==> src/rtl/score_conv_scheduler_if.sv <==
// Handshake between the score scheduler and the shared serial binary-to-BCD converter.
interface score_conv_scheduler_if;
    localparam int unsigned BIN_W = 7;
    localparam int unsigned BCD_W = 4;

    logic             conv_start_o;
    logic [BIN_W-1:0] conv_bin_o;
    logic             conv_done_i;
    logic [BCD_W-1:0] conv_tens_i;
    logic [BCD_W-1:0] conv_ones_i;

    // Scheduler side: issues operands, consumes BCD results.
    modport master (
        output conv_start_o,
        output conv_bin_o,
        input  conv_done_i,
        input  conv_tens_i,
        input  conv_ones_i
    );

    // Converter side.
    modport slave (
        input  conv_start_o,
        input  conv_bin_o,
        output conv_done_i,
        output conv_tens_i,
        output conv_ones_i
    );
endinterface

==> src/rtl/score_conv_scheduler.sv <==
// Round-robin scheduler sharing one serial binary-to-BCD converter between two
// score channels, with operand clamping, per-channel result registers and a
// sticky timeout error.
module score_conv_scheduler #(
    parameter int unsigned TIMEOUT = 32,
    parameter int unsigned CLAMP   = 1
) (
    input  logic                    clk_i,
    input  logic                    rst_i,
    input  logic [1:0]              req_i,
    input  logic [6:0]              bin0_i,
    input  logic [6:0]              bin1_i,
    score_conv_scheduler_if.master  conv,
    output logic [3:0]              tens0_o,
    output logic [3:0]              ones0_o,
    output logic [3:0]              tens1_o,
    output logic [3:0]              ones1_o,
    output logic [1:0]              valid_o,
    output logic [1:0]              ovf_o,
    output logic                    busy_o,
    output logic                    err_o
);
    localparam int unsigned BIN_W = 7;
    localparam int unsigned BCD_W = 4;
    localparam int unsigned TMR_W = 8;
    localparam logic [BIN_W-1:0] SCORE_MAX = BIN_W'(99);

    typedef enum logic [1:0] {
        S_IDLE  = 2'd0,
        S_ISSUE = 2'd1,
        S_WAIT  = 2'd2
    } state_t;

    state_t             state_q, state_d;
    logic [1:0]         pend_q, pend_d;
    logic               last_q, last_d;
    logic               cur_q, cur_d;
    logic [TMR_W-1:0]   tmr_q, tmr_d;
    logic               err_q, err_d;
    logic               start_q, start_d;
    logic [BIN_W-1:0]   bin_q, bin_d;
    logic [BCD_W-1:0]   tens0_q, tens0_d, ones0_q, ones0_d;
    logic [BCD_W-1:0]   tens1_q, tens1_d, ones1_q, ones1_d;
    logic [1:0]         valid_q, valid_d;
    logic [1:0]         ovf_q, ovf_d;
    logic               busy_q, busy_d;

    logic               gnt;
    logic [1:0]         gnt_oh;
    logic               clamp0, clamp1;
    logic [BIN_W-1:0]   op0, op1;

    // Operand saturation, evaluated continuously and captured only at grant.
    always_comb begin
        clamp0 = (CLAMP == 1) && (bin0_i > SCORE_MAX);
        clamp1 = (CLAMP == 1) && (bin1_i > SCORE_MAX);
        op0    = clamp0 ? SCORE_MAX : bin0_i;
        op1    = clamp1 ? SCORE_MAX : bin1_i;
    end

    // Next-state and next-output logic for the IDLE/ISSUE/WAIT sequencer.
    always_comb begin
        state_d = state_q;
        pend_d  = pend_q | req_i;
        last_d  = last_q;
        cur_d   = cur_q;
        tmr_d   = tmr_q;
        err_d   = err_q;
        start_d = 1'b0;
        bin_d   = bin_q;
        tens0_d = tens0_q;
        ones0_d = ones0_q;
        tens1_d = tens1_q;
        ones1_d = ones1_q;
        valid_d = 2'b00;
        ovf_d   = ovf_q;
        gnt     = (pend_q == 2'b11) ? ~last_q : pend_q[1];
        gnt_oh  = gnt ? 2'b10 : 2'b01;

        case (state_q)
            S_IDLE: begin
                if (pend_q != 2'b00) begin
                    // A new request on the same edge re-arms the granted channel.
                    pend_d     = (pend_q & ~gnt_oh) | req_i;
                    bin_d      = gnt ? op1 : op0;
                    ovf_d[gnt] = gnt ? clamp1 : clamp0;
                    cur_d      = gnt;
                    last_d     = gnt;
                    tmr_d      = '0;
                    start_d    = 1'b1;
                    state_d    = S_ISSUE;
                end
            end
            S_ISSUE: begin
                state_d = S_WAIT;
            end
            S_WAIT: begin
                if (conv.conv_done_i) begin
                    if (cur_q) begin
                        tens1_d = conv.conv_tens_i;
                        ones1_d = conv.conv_ones_i;
                    end else begin
                        tens0_d = conv.conv_tens_i;
                        ones0_d = conv.conv_ones_i;
                    end
                    valid_d = cur_q ? 2'b10 : 2'b01;
                    tmr_d   = '0;
                    state_d = S_IDLE;
                end else if (tmr_q == TMR_W'(TIMEOUT - 1)) begin
                    // Converter never answered: abandon without touching results.
                    err_d   = 1'b1;
                    tmr_d   = '0;
                    state_d = S_IDLE;
                end else begin
                    tmr_d = TMR_W'(tmr_q + 1'b1);
                end
            end
            default: begin
                state_d = S_IDLE;
            end
        endcase

        busy_d = (state_d != S_IDLE);
    end

    // State and registered outputs; reset abandons any conversion in flight.
    always_ff @(posedge clk_i) begin
        if (rst_i) begin
            state_q <= S_IDLE;
            pend_q  <= 2'b00;
            last_q  <= 1'b1;
            cur_q   <= 1'b0;
            tmr_q   <= '0;
            err_q   <= 1'b0;
            start_q <= 1'b0;
            bin_q   <= '0;
            tens0_q <= '0;
            ones0_q <= '0;
            tens1_q <= '0;
            ones1_q <= '0;
            valid_q <= 2'b00;
            ovf_q   <= 2'b00;
            busy_q  <= 1'b0;
        end else begin
            state_q <= state_d;
            pend_q  <= pend_d;
            last_q  <= last_d;
            cur_q   <= cur_d;
            tmr_q   <= tmr_d;
            err_q   <= err_d;
            start_q <= start_d;
            bin_q   <= bin_d;
            tens0_q <= tens0_d;
            ones0_q <= ones0_d;
            tens1_q <= tens1_d;
            ones1_q <= ones1_d;
            valid_q <= valid_d;
            ovf_q   <= ovf_d;
            busy_q  <= busy_d;
        end
    end

    assign conv.conv_start_o = start_q;
    assign conv.conv_bin_o   = bin_q;
    assign tens0_o           = tens0_q;
    assign ones0_o           = ones0_q;
    assign tens1_o           = tens1_q;
    assign ones1_o           = ones1_q;
    assign valid_o           = valid_q;
    assign ovf_o             = ovf_q;
    assign busy_o            = busy_q;
    assign err_o             = err_q;
endmodule

==> src/flat_wrapper.sv <==
// flat-port wrapper written by rule: the top's interface ports become plain ports
module score_conv_scheduler_flat 
#(
    parameter int unsigned TIMEOUT = 32,
    parameter int unsigned CLAMP   = 1
)
  (clk_i, rst_i, req_i, bin0_i, bin1_i, tens0_o, ones0_o, tens1_o, ones1_o, valid_o, ovf_o, busy_o, err_o, conv_conv_start_o, conv_conv_bin_o, conv_conv_done_i, conv_conv_tens_i, conv_conv_ones_i);
  score_conv_scheduler_if conv_i ();
  input  logic clk_i;
  input  logic rst_i;
  input  logic [1:0] req_i;
  input  logic [6:0] bin0_i;
  input  logic [6:0] bin1_i;
  output logic [3:0] tens0_o;
  output logic [3:0] ones0_o;
  output logic [3:0] tens1_o;
  output logic [3:0] ones1_o;
  output logic [1:0] valid_o;
  output logic [1:0] ovf_o;
  output logic busy_o;
  output logic err_o;
  output wire logic [$bits(conv_i.conv_start_o)-1:0] conv_conv_start_o;
  output wire logic [$bits(conv_i.conv_bin_o)-1:0] conv_conv_bin_o;
  input wire logic [$bits(conv_i.conv_done_i)-1:0] conv_conv_done_i;
  input wire logic [$bits(conv_i.conv_tens_i)-1:0] conv_conv_tens_i;
  input wire logic [$bits(conv_i.conv_ones_i)-1:0] conv_conv_ones_i;
  assign conv_conv_start_o = conv_i.conv_start_o;
  assign conv_conv_bin_o = conv_i.conv_bin_o;
  assign conv_i.conv_done_i = conv_conv_done_i;
  assign conv_i.conv_tens_i = conv_conv_tens_i;
  assign conv_i.conv_ones_i = conv_conv_ones_i;
  score_conv_scheduler #(.TIMEOUT(TIMEOUT), .CLAMP(CLAMP)) u_core (.clk_i(clk_i), .rst_i(rst_i), .req_i(req_i), .bin0_i(bin0_i), .bin1_i(bin1_i), .conv(conv_i), .tens0_o(tens0_o), .ones0_o(ones0_o), .tens1_o(tens1_o), .ones1_o(ones1_o), .valid_o(valid_o), .ovf_o(ovf_o), .busy_o(busy_o), .err_o(err_o));
endmodule
==> config.mk <==
export PLATFORM = sky130hd
export DESIGN_NAME = score_conv_scheduler_flat
export DESIGN_NICKNAME = d
export VERILOG_FILES = /design/src/rtl/score_conv_scheduler_if.sv /design/src/rtl/score_conv_scheduler.sv /design/src/flat_wrapper.sv
export SDC_FILE = /design/constraint.sdc
export NUM_CORES = 1
export LEC_CHECK = 0
export ABC_AREA = 1
export CAP_MARGIN = 10
export CORE_MARGIN = 4
export CORE_UTILIZATION = 40
export CTS_CLUSTER_DIAMETER = 100
export DETAILED_ROUTE_END_ITERATION = 10
export GPL_ROUTABILITY_DRIVEN = 0
export PLACE_DENSITY = 0.72
export SKIP_LAST_GASP = 1
export SYNTH_ARGS = -nofsm -noshare
export SYNTH_HDL_FRONTEND = slang
export SYNTH_SLANG_ARGS = --single-unit
==> constraint.sdc <==
create_clock -name clk_i -period 1.4 [get_ports clk_i]
set_clock_uncertainty 0.1 [all_clocks]
set_input_delay 0.28 -clock clk_i [delete_from_list [all_inputs] [get_ports clk_i]]
set_output_delay 0.28 -clock clk_i [all_outputs]
set_load 0.05 [all_outputs]
### Word level (Yosys, flattened, before mapping)

Index checks and enable logic that the tools add are counted.

* reduce and logical (&&, ||, !) cells: 12
* shift operators: 0
* bitwise logic cells: 9
* multiplexer cells: 21
* equal/unequal tests: 5
* $mul: 0
* div/mod/pow operators: 0
* magnitude comparators: 4
* $add $sub $neg: 1

Operators by type and width (number)
* 8-bit two-way mux: 3
* 7-bit two-way mux: 3
* 8-bit one-hot mux with 2 select lines: 1
* 7-bit > comparator (second input constant): 2
* 2-bit two-way mux: 7
* 3-bit AND reduction: 3
* 8-bit by 1-bit adder with 8-bit output (second input constant): 1
* 8-bit by 5-bit equality test with 1-bit output (second input constant): 1
* 2-bit one-hot mux with 3 select lines: 1
* 2-bit nonzero test: 3
* 1-bit NOT: 5
* 2-bit equality test (second input constant): 2
* 1-bit two-way mux: 4
* 2-bit OR: 2
* 2-bit AND reduction: 2
* 3-bit OR reduction: 1
* 2-bit bitwise AND: 1
* 2-bit bitwise mux: 1
* 2-bit by 1-bit equality test with 1-bit output (second input constant): 1
* 2-bit zero test: 1
* 1-bit by 2-bit less-than comparator with 1-bit output (second input constant): 1
* 2-bit by 1-bit inequality test with 1-bit output (second input constant): 1
* 2-bit NOT: 1
* 2-bit OR reduction: 1
* other kinds (3): 3

* output and inout bits: 30
* register bits: 44
* memories kept: 0
* bits of input ports: 27
* bits in writable memories: 0
* memory bits (read-only): 0
* bits in latches: 0

### Depth between registers and ports, before layout

* word-level depth: 8
* gate-level depth with buffers: 8

### Worst setup path after synthesis

OpenSTA, ideal clock, no wires.

* path type: register -> register
* start: register u_core.tmr_q[0]
* end: register u_core.tmr_q[5]
* buffers on the path: 0
* required time: 1184 ps
* data arrival time: 1095 ps
* setup slack: 88 ps
* library setup time: 116 ps
* period minus slack after synthesis: 1312 ps
* cell stages (with the launch flop): 9
* cell sequence: dfxtp_1 > ha_1 > nand2_1 > nor2_2 > nand2_1 > nand2_2 > nand2_1 > nand2_2 > a21oi_1

* cells in the longest elaborated chain, start to end: 4

Ends and longest elaborated chain
* start, declared: RTL line score_conv_scheduler.sv:38 `logic [TMR_W-1:0] tmr_q, tmr_d;`
* start signal, assigned: RTL line score_conv_scheduler.sv:149 `tmr_q <= tmr_d;`
* 8-bit by 1-bit adder with 8-bit output / 8-bit by 5-bit equality test with 1-bit output (equally long branches): RTL line score_conv_scheduler.sv:115, score_conv_scheduler.sv:109
* 8-bit two-way mux (*): RTL line score_conv_scheduler.sv:109 `end else if (tmr_q == TMR_W'(TIMEOUT - 1)) begin`
* 8-bit two-way mux (*): RTL line score_conv_scheduler.sv:98 `if (conv.conv_done_i) begin`
* 8-bit one-hot mux with 2 select lines (*): RTL line score_conv_scheduler.sv:80 `case (state_q)`

Mark *: on every way between the ends. The rest lies on a longest branch, timed or not.
A chain may end at the register's enable or synchronous reset.

### Worst setup path after layout

* start: register u_core.state_q[1]
* end: register u_core.tens1_q[1], in the netlist u_core.tens1_o[1]

* cells in the longest elaborated chain, start to end: 2

Ends and longest elaborated chain
* start, declared: RTL line score_conv_scheduler.sv:34 `state_t state_q, state_d;`
* start signal, assigned: RTL line score_conv_scheduler.sv:145 `state_q <= state_d;`
* 2-bit equality test: RTL line score_conv_scheduler.sv:80
* 3-bit AND reduction (no source line)
* end signal, assigned: RTL line score_conv_scheduler.sv:155 `tens1_q <= tens1_d;`
* end, declared: RTL line score_conv_scheduler.sv:43 `logic [BCD_W-1:0] tens1_q, tens1_d, ones1_q, ones1_d;`

No other way between the ends.

==> summary.md <==
| Metric | Value |
|---|---|
| Worst-skew pair later-pin latency | between 0.2 and 0.3 ns |
| Post-synthesis sequential area ratio | 0.4693 |
| Syn_nets | approximately 290 |
| Drt total wl | between 4000 and 5000 um |
| Pre-antenna DRT Iters | 4 |
| Global-route wire length before repair | roughly 8000 um |
| CP required | 1.47 ns |
| Setup Crit Path Kind | reg -> reg |
| Antenna violations before repair | 0 |
| Drt first-iter violations | just under 100 |
| Via-to-Cell Ratio | approximately 4.8 |
| Design Area, Final | approximately 3000 sq um |
| PwrDens | 977.6 nW/um^2 |
| Die X | ~77 um |
| CP Data Arrival Time | about 1.4 ns |
| CP Cell Sequence | inv_1 > nor2_4 > nand2_2 > inv_2 > nand2_2 > nand2_1 > a21oi_1 |
| Reg area | 884.6 sq um |
| Cell count after synthesis | 260 |
| Status | finished, final reports clean |
| Slew headroom | 0.7977 |
| Clock Pin Slew Worst Setup and Hold Paths | 0.08 ns |
| Final hold violations | 0 |
| Ant diodes | 0 |
| Slew Limit Fails | 0 |
| Root Driver | clkbuf_8 |
| Peak Freq | roughly 730 MHz |
| Final HPWL from detailed placement | ~3700 um |
| Max-Cap Viols | 0 |
| Dpl ws | -0.2613 ns |
| Worst min path class | reg -> reg |
| Layout area overhead | 62.00% |
| Largest cells by area after synthesis | dfxtp_1, nand2_1, nor2_1 |
| Number of global-route vias before repair | between 1500 and 2000 |
| Deepest clock path buffer count | 2 |
| Total Nets Final | between 300 and 400 |
| Final setup fails | 0 |
| WL/cell | 12.57 um |
| Clock sinks | 44 |
| Mapped Avg Cell Area | 7.218 sq um |
| Layout cells sized above 1 | 0.2470 |
| Seq cells post-synth | 44 |
| VDD IR-drop max | 0.5261 mV |
| Port Buffers | 56 |
| Predominant post-synthesis flop cell | dfxtp_1 |
| Die area | just under 6000 sq um |
| Crit-path slowest cell | dfxtp_1 |
| CP endpoint kind | flip-flop |
| Gr ovfl total | 0 |
| ANT nets after route | 0 |
| Worst setup margin | approximately 0.037 ns |
| DRC | 0 |
| Via count | 1852 |
| Crit path time final | 1.363 ns |
| Htree depth | 2 |
| Most frequent CP cell | nand2_2 |
| Critical-path maximum fanout | 9 |
| CTS tree | done |
| Total track usage | 0.1708 |
| Period utilisation layout | 0.9737 |
| Post-synth cell types | 21 |
| Slew @ Worst Pin | just over 0.3 ns |
| Ys Warns | 0 |
| Multi-input combinational cell area | between 800 and 900 sq um |
| Largest net degree at the start of global routing | 20 |
| EDFF count, synth | 0 |
| Cell area after synthesis | approximately 1900 sq um |
| Async S/R FF share, synth | 0 |
| IO Pins | 57 |
| Top cell type's share of synthesized area | 0.4693 |
| Fill cells | between 300 and 400 |
| Num rows | 24 |
| Startpoint class of the critical path | flip-flop |
| P_leak | between 1 and 1.5 nW |
| CTS buffer count | 5 |
| RSZ-0062 raised after global routing | yes |
| Core ar. | ~4400 sq um |
| Placed Area | a little under 3000 sq um |
| CP peak stage delay | ~0.36 ns |
| Dominant cell type by area after synthesis | dfxtp_1 |
| Die height | around 77 um |
| Initial core utilization | 0.4223 |
## cell usage after synthesis (4+ instances only)
master / number
a21oi_1: 20
a31oi_1: 5
dfxtp_1: 44
inv_1: 27
inv_2: 4
nand2_1: 66
nand2_2: 4
nand3_1: 23
nor2_1: 34
nor2_2: 4
o21ai_0: 12
## layer usage
layer | track usage | vias to the layer above | wire [um]
met5 | 0 | - | 0
met4 | 0.07428 | 0 | 116
met3 | 0.05319 | 12 | 257
met2 | 0.2777 | 44 | 2376
met1 | 0.2071 | 820 | 2126
li1 | - | 976 | -
## timing repair
item	4_1_cts	5_1_grt
gates resized for setup	0	9
hold buffers	0	0
setup endpoints to repair	0	26
buffers inserted	0	4
## cell type report
cell class / count / share of cell area
Sequential cell: 44 / 0.2909
Inverter: 31 / 0.03827
Timing Repair Buffer: 76 / 0.3366
Multi-Input combinational cell: 178 / 0.2811
Tap cell: 52 / 0.02140
Clock buffer: 7 / 0.03169
## where the power goes
part	switching (mW)	total [mW]	internal, mW
sequential	0.0650	1.38	1.32
clock	0.393	0.832	0.439
combinational	0.403	0.759	0.355
total	0.861	2.97	2.11
## worst max-delay path, delay by kind of cell, from the launching register on
| family | cells | cell delay (ns) |
|---|---|---|
| AND/OR/NAND/NOR | 4 | 0.47 |
| flip-flops | 1 | 0.36 |
| AO/OA/AOI/OAI | 1 | 0.07 |
| buffers and inverters | 2 | 0.24 |
## through the flow
| stage | power, mW | instances | hold slack (ns) | utilization | setup TNS (ns) |
|---|---|---|---|---|---|
| floorplan | 1.780 | 260 | 0.2974 | - | 0 |
| global placement | 2.130 | 377 | 0.3656 | 0.6503 | -3.646 |
| detailed placement | 2.136 | 377 | 0.3701 | 0.6503 | -4.108 |
| CTS | 2.971 | 384 | 0.3817 | 0.6720 | 0 |
| global route | 3.109 | 388 | 0.4019 | 0.6841 | -0.4830 |
| finish | 2.972 | 388 | 0.3812 | 0.6841 | 0 |
## cell families after synthesis
kind of cell    Yosys count  share of synthesized area
compound gates           40                     0.1133
fa+ha+maj                 1                   0.006666
buf+inv                  38                    0.08600
flops                    44                     0.4693
simple gates            137                     0.3247
## cells in the final DEF, fill, tap and decap left out, types with 2 or more instances in the layout
cell type,synthesis,routed
nand2_4,2,2
inv_2,4,4
nor2_1,34,33
nor2_4,3,5
a31oi_1,5,5
nor2_2,4,3
dfxtp_1,44,41
clkdlybuf4s50_1,0,26
nand2_2,4,6
buf_4,0,19
a21oi_1,20,20
buf_12,0,31
nand2_1,66,64
o21ai_0,12,12
inv_1,27,27
nand3_1,23,23
clkbuf_8,0,7
dfxtp_2,0,3
## registers in the layout (all words and copies together), names as in the netlist
| name | cells |
|---|---|
| u_core.state_q | 2 |
| u_core.err_o | 1 |
| u_core.ovf_o | 2 |
| u_core.conv.conv_bin_o | 7 |
| u_core.pend_q | 2 |
| u_core.valid_o | 2 |
| u_core.conv.conv_start_o | 1 |
| u_core.cur_q | 1 |
| u_core.last_q | 1 |
| u_core.tmr_q | 8 |
| u_core.ones1_o | 4 |
| u_core.tens0_o | 4 |
| u_core.tens1_o | 4 |
| u_core.busy_o | 1 |
| u_core.ones0_o | 4 |
## worst paths after layout
path	startpoint	cells past startpoint	end	slack, ns
worst min register to register	u_core.tmr_q[7]	2	u_core.tmr_q[7]	0.38
worst min-delay path	u_core.tmr_q[7]	2	u_core.tmr_q[7]	0.38
worst max register to register	u_core.state_q[1]	7	u_core.tens1_o[1]	0.04
worst max-delay path	u_core.state_q[1]	7	u_core.tens1_o[1]	0.04
(Power assumes the default switching activity.)
==> edit 1: new RTL, same flow settings <==
Change the localparam `TMR_W` from 8 to 6.
--- a/src/rtl/score_conv_scheduler.sv
+++ b/src/rtl/score_conv_scheduler.sv
@@ -23,5 +23,5 @@
     localparam int unsigned BIN_W = 7;
     localparam int unsigned BCD_W = 4;
-    localparam int unsigned TMR_W = 8;
+    localparam int unsigned TMR_W = 6;
     localparam logic [BIN_W-1:0] SCORE_MAX = BIN_W'(99);
 
Function: no difference found for any inputs over 10 cycles, from zero or initial values and one cycle with rst_i high; that may be too few to reach the edited logic, so the function may still have changed.
==> edit 1 against the unedited design <==
Die area down 5.4%; critical path depth did not move; wire length is 2.8% lower; design area is 2.8% lower; total power is 1.4% higher; worst setup slack better by 0.046 ns; core utilization increased by 2.9 points; sequential cell count is 2 lower; non-clock buffer count up 2; synthesized area fell by 6.0%; synthesized cell count fell by 6.5%; sequential power is 4% lower; largest cell class unchanged; largest power group unchanged.
==> edit 1: results (changes against the unedited design) <==
* Status: finished, final reports clean
* Met2 Use GR at 0.299 (+0.0209)
* Final nets at 350 (-3.8%)
* Slew margin rel. at 0.820 (+0.0225)
* Cell area after placement at 0.00282 mm2 (-2.4%)
* GRT Total Usage at 0.186 (+0.0154)
* Hpwl dp at 3510 um (-5.0%)
* Post-synthesis sequential area ratio at 0.477 (+0.00726)
* First-pass GRT wire length at 7930 um (-2.3%)
* Dpl ws at -0.322 ns (-0.0608 ns)
* Area of the multi-input gates at 778 um2 (-8.9%)
* Switching power at 0.000871 W (+1.2%)
* HP Class: in2reg
* Layout cells sized above 1 at 0.254 (+0.00685)
* Max FO, Critical Path at 6 (-3)
* Worst Hold Endpoint: u_core.tmr_q[2]
* Multi-input gate count at 162 (-9.0%)
* CP top delay family: simple AND/OR/NAND/NOR gates
* Leak at 1.29 nW (-1.2%)
* Register fraction of the total cell area at 0.286 (-0.00529)
* Adder-Cell Fraction of Synth Area at 0.00709 (+0.000426)
* Fin crit share at 0.941 (-0.0332)
* R2R Setup Slk at 0.08 ns (+0.05 ns)
* DRT Wirelength at 4740 um (-2.8%)
* Via-per-instance ratio at 4.76 (-0.19%)
* Power Sequential at 0.00132 W (-4%)
* Max FFs per register at 7 (-1)
* Post-Syn Nets at 271 (-5.9%)
* Largest net degree at the start of global routing at 22 (+10%)
* #FFs+latches synth at 42 (-4.5%)
* Netlist cell types at 25 (+19%)
* Worst vdd ir at 599 uV (+14%)
* WL met2 at 2370 um (-0.46%)
* Worst flop-to-flop path endpoint: u_core.conv.conv_bin_o[3]
* Clock distribution power at 0.000949 W (+14%)
* Top post-synthesis cells by area: dfxtp_1 (48%), nand2_1 (11%), nor2_1 (7.7%)
* First DRT Iteration DRCs at 66 (-32%)
* Fill count at 332 (-6.5%)
* Non-clock buffer share at 0.352 (+0.0155)
* Top post-synthesis cells by count: nand2_1 (53), dfxtp_1 (42), nor2_1 (36)
* Hold Crit Depth at 4 (+2)
* WHS at 0.352 ns (-0.0295 ns)
* M1 GR Usage at 0.237 (+0.0296)
* Compound-Gate Fraction of Synth Area at 0.129 (+0.0157)
* Clock buf/inv share at 0.0360 (+0.00428)
* Metal-1 WL at 2060 um (-2.9%)
* Arrival @ worst endpoint at 1.41 ns (-0.03 ns)
* Multi-input combinational area share at 0.263 (-0.0178)
* Met3 wire len at 213 um (-17%)
* GR Layer Usage met3 at 0.0514 (-0.00184)
==> edit 1: cell types whose count changed in the layout (fill, tap and decap cells not counted), moves of 3 or more <==
cell / delta
nand2_1: -12
nand2_2: -3
nand3_1: -12
nand4_1: +4
nor2_1: +3
nor2_4: -3
o21ai_0: +6
==> edit 1: through the flow <==
| step | TNS [ns] | power, W | std cells | utilization |
|---|---|---|---|---|
| 2_1_floorplan | 0 | 0.00170 | 243 | - |
| 3_3_place_gp | -4.21 | 0.00207 | 364 | 0.681 |
| 3_5_place_dp | -4.72 | 0.00208 | 364 | 0.681 |
| 4_1_cts | 0 | 0.00303 | 372 | 0.707 |
| 5_1_grt | -0.0180 | 0.00314 | 373 | 0.713 |
| 6_report | 0 | 0.00301 | 373 | 0.713 |
==> edit 2: new RTL, config.mk and constraints unchanged <==
Made on the original files. The 3 states of `state_t` get a one-hot encoding in 3 bits.
--- a/src/rtl/score_conv_scheduler.sv
+++ b/src/rtl/score_conv_scheduler.sv
@@ -26,8 +26,8 @@
     localparam logic [BIN_W-1:0] SCORE_MAX = BIN_W'(99);
 
-    typedef enum logic [1:0] {
-        S_IDLE  = 2'd0,
-        S_ISSUE = 2'd1,
-        S_WAIT  = 2'd2
+    typedef enum logic [2:0] {
+        S_IDLE  = 3'b001,
+        S_ISSUE = 3'b010,
+        S_WAIT  = 3'b100
     } state_t;
 
Behaviour: same outputs for any inputs over 10 cycles, from zero or initial values and one cycle with rst_i high; not proved beyond that.
==> edit 2 against the unedited design <==
Total power grew 0.16%; design area grew 4.7%; sequential cell count grew 1; synthesized area grew 0.47%; largest cell class unchanged; critical endpoint is now u_core.tmr_q[1]; critical path depth shrank 1; core utilization grew 3.2 points; highest routed layer unchanged; worst setup slack lost 0.021 ns; wire length grew 8.0%; clock power grew 6.5%.
==> edit 2: results (changes against the unedited design) <==
* Status: finished, final reports clean
* Hpwl dp at 3980 um (+7.6%)
* Seq Cell Count at 45 (+2.3%)
* Reg2Reg Depth at 6 (-1)
* Top post-synthesis cells by count: nand2_1 (67), dfxtp_1 (45), nor2_1 (33)
* Netlist cell types at 22 (+4.8%)
* Worst-skew pair later-pin latency at 0.30 ns
* Max FO, Critical Path at 4 (-5)
* Die Wd at 76.7 um (+0.20%)
* Non-Filler Instances at 398 (+2.6%)
* Worst Hold Endpoint: u_core.pend_q[0]
* Dpl ws at -0.222 ns (+0.0388 ns)
* Adder-Cell Fraction of Synth Area at 0.00664 (-0.0000310)
* R2R Setup Slk at 0.02 ns (-0.02 ns)
* Post-Syn Nets at 291 (+1.0%)
* Leak at 1.36 nW (+3.9%)
* Worst vdd ir at 875 uV (+66%)
* Layout cells sized above 1 at 0.266 (+0.0189)
* Non-clock buffer share at 0.337 (+0.000640)
* Multi-input gate count at 183 (+2.8%)
* GRT Total Usage at 0.181 (+0.0101)
* Register fraction of the total cell area at 0.285 (-0.00557)
* WHS at 0.393 ns (+0.0113 ns)
* Signal buffers at 81 (+6.6%)
* HP Start: u_core.pend_q[0]
* First DRT Iteration DRCs at 95 (-2.1%)
* Clock buf/inv share at 0.0318 (+0.000152)
* Tightest Pin Transition at 0.372 ns (+0.0685 ns)
* Cell area after placement at 0.00298 mm2 (+3.1%)
* WL per Instance at 13.2 um (+5.3%)
* Top post-synthesis cells by area: dfxtp_1 (48%), nand2_1 (13%), nor2_1 (6.6%)
* Arrival @ worst endpoint at 1.48 ns (+0.04 ns)
* Inverters at 29 (-6.5%)
* Final nets at 373 (+2.5%)
* Post-synthesis sequential area ratio at 0.478 (+0.00844)
* Area added between synthesis and finish at 68.8%
* Fill count at 347 (-2.3%)
* Compound-Gate Fraction of Synth Area at 0.125 (+0.0121)
* Routed via count at 1988 (+7.3%)
* First-pass GRT wire length at 8730 um (+7.6%)
* Achievable clock frequency at 722 MHz (-1.5%)
==> edit 2: cell types whose count changed in the layout (fill, tap and decap cells not counted), moves of 3 or more <==
cell / before / now
buf_4: 19 / 23
dfxtp_2: 3 / 6
nand3_1: 23 / 20
nand4_1: 0 / 3
nor3_1: 0 / 3
o21ai_0: 12 / 15
==> edit 2: layer usage <==
| layer | vias up | GRT usage | share of wire |
|---|---|---|---|
| li1 | 1006 | - | - |
| met1 | 924 | 0.211 | 0.41 |
| met2 | 52 | 0.317 | 0.52 |
| met3 | 6 | 0.0480 | 0.058 |
| met4 | 0 | 0.0652 | 0.0097 |
| met5 | - | 0 | 0 |
==> edit 2: power by group <==
part	switching, W	internal [W]	leakage [nW]	total, W
sequential	0.0000628	0.00134	0.368	0.00140
combinational	0.000361	0.000327	0.937	0.000689
clock	0.000439	0.000447	0.0542	0.000886
==> edit 2: what timing repair did <==
item,in CTS,in global routing
buffers inserted,0,1
resized for setup,1,24
pin swaps,0,4
hold buffers,0,0
setup endpoints to repair,5,34
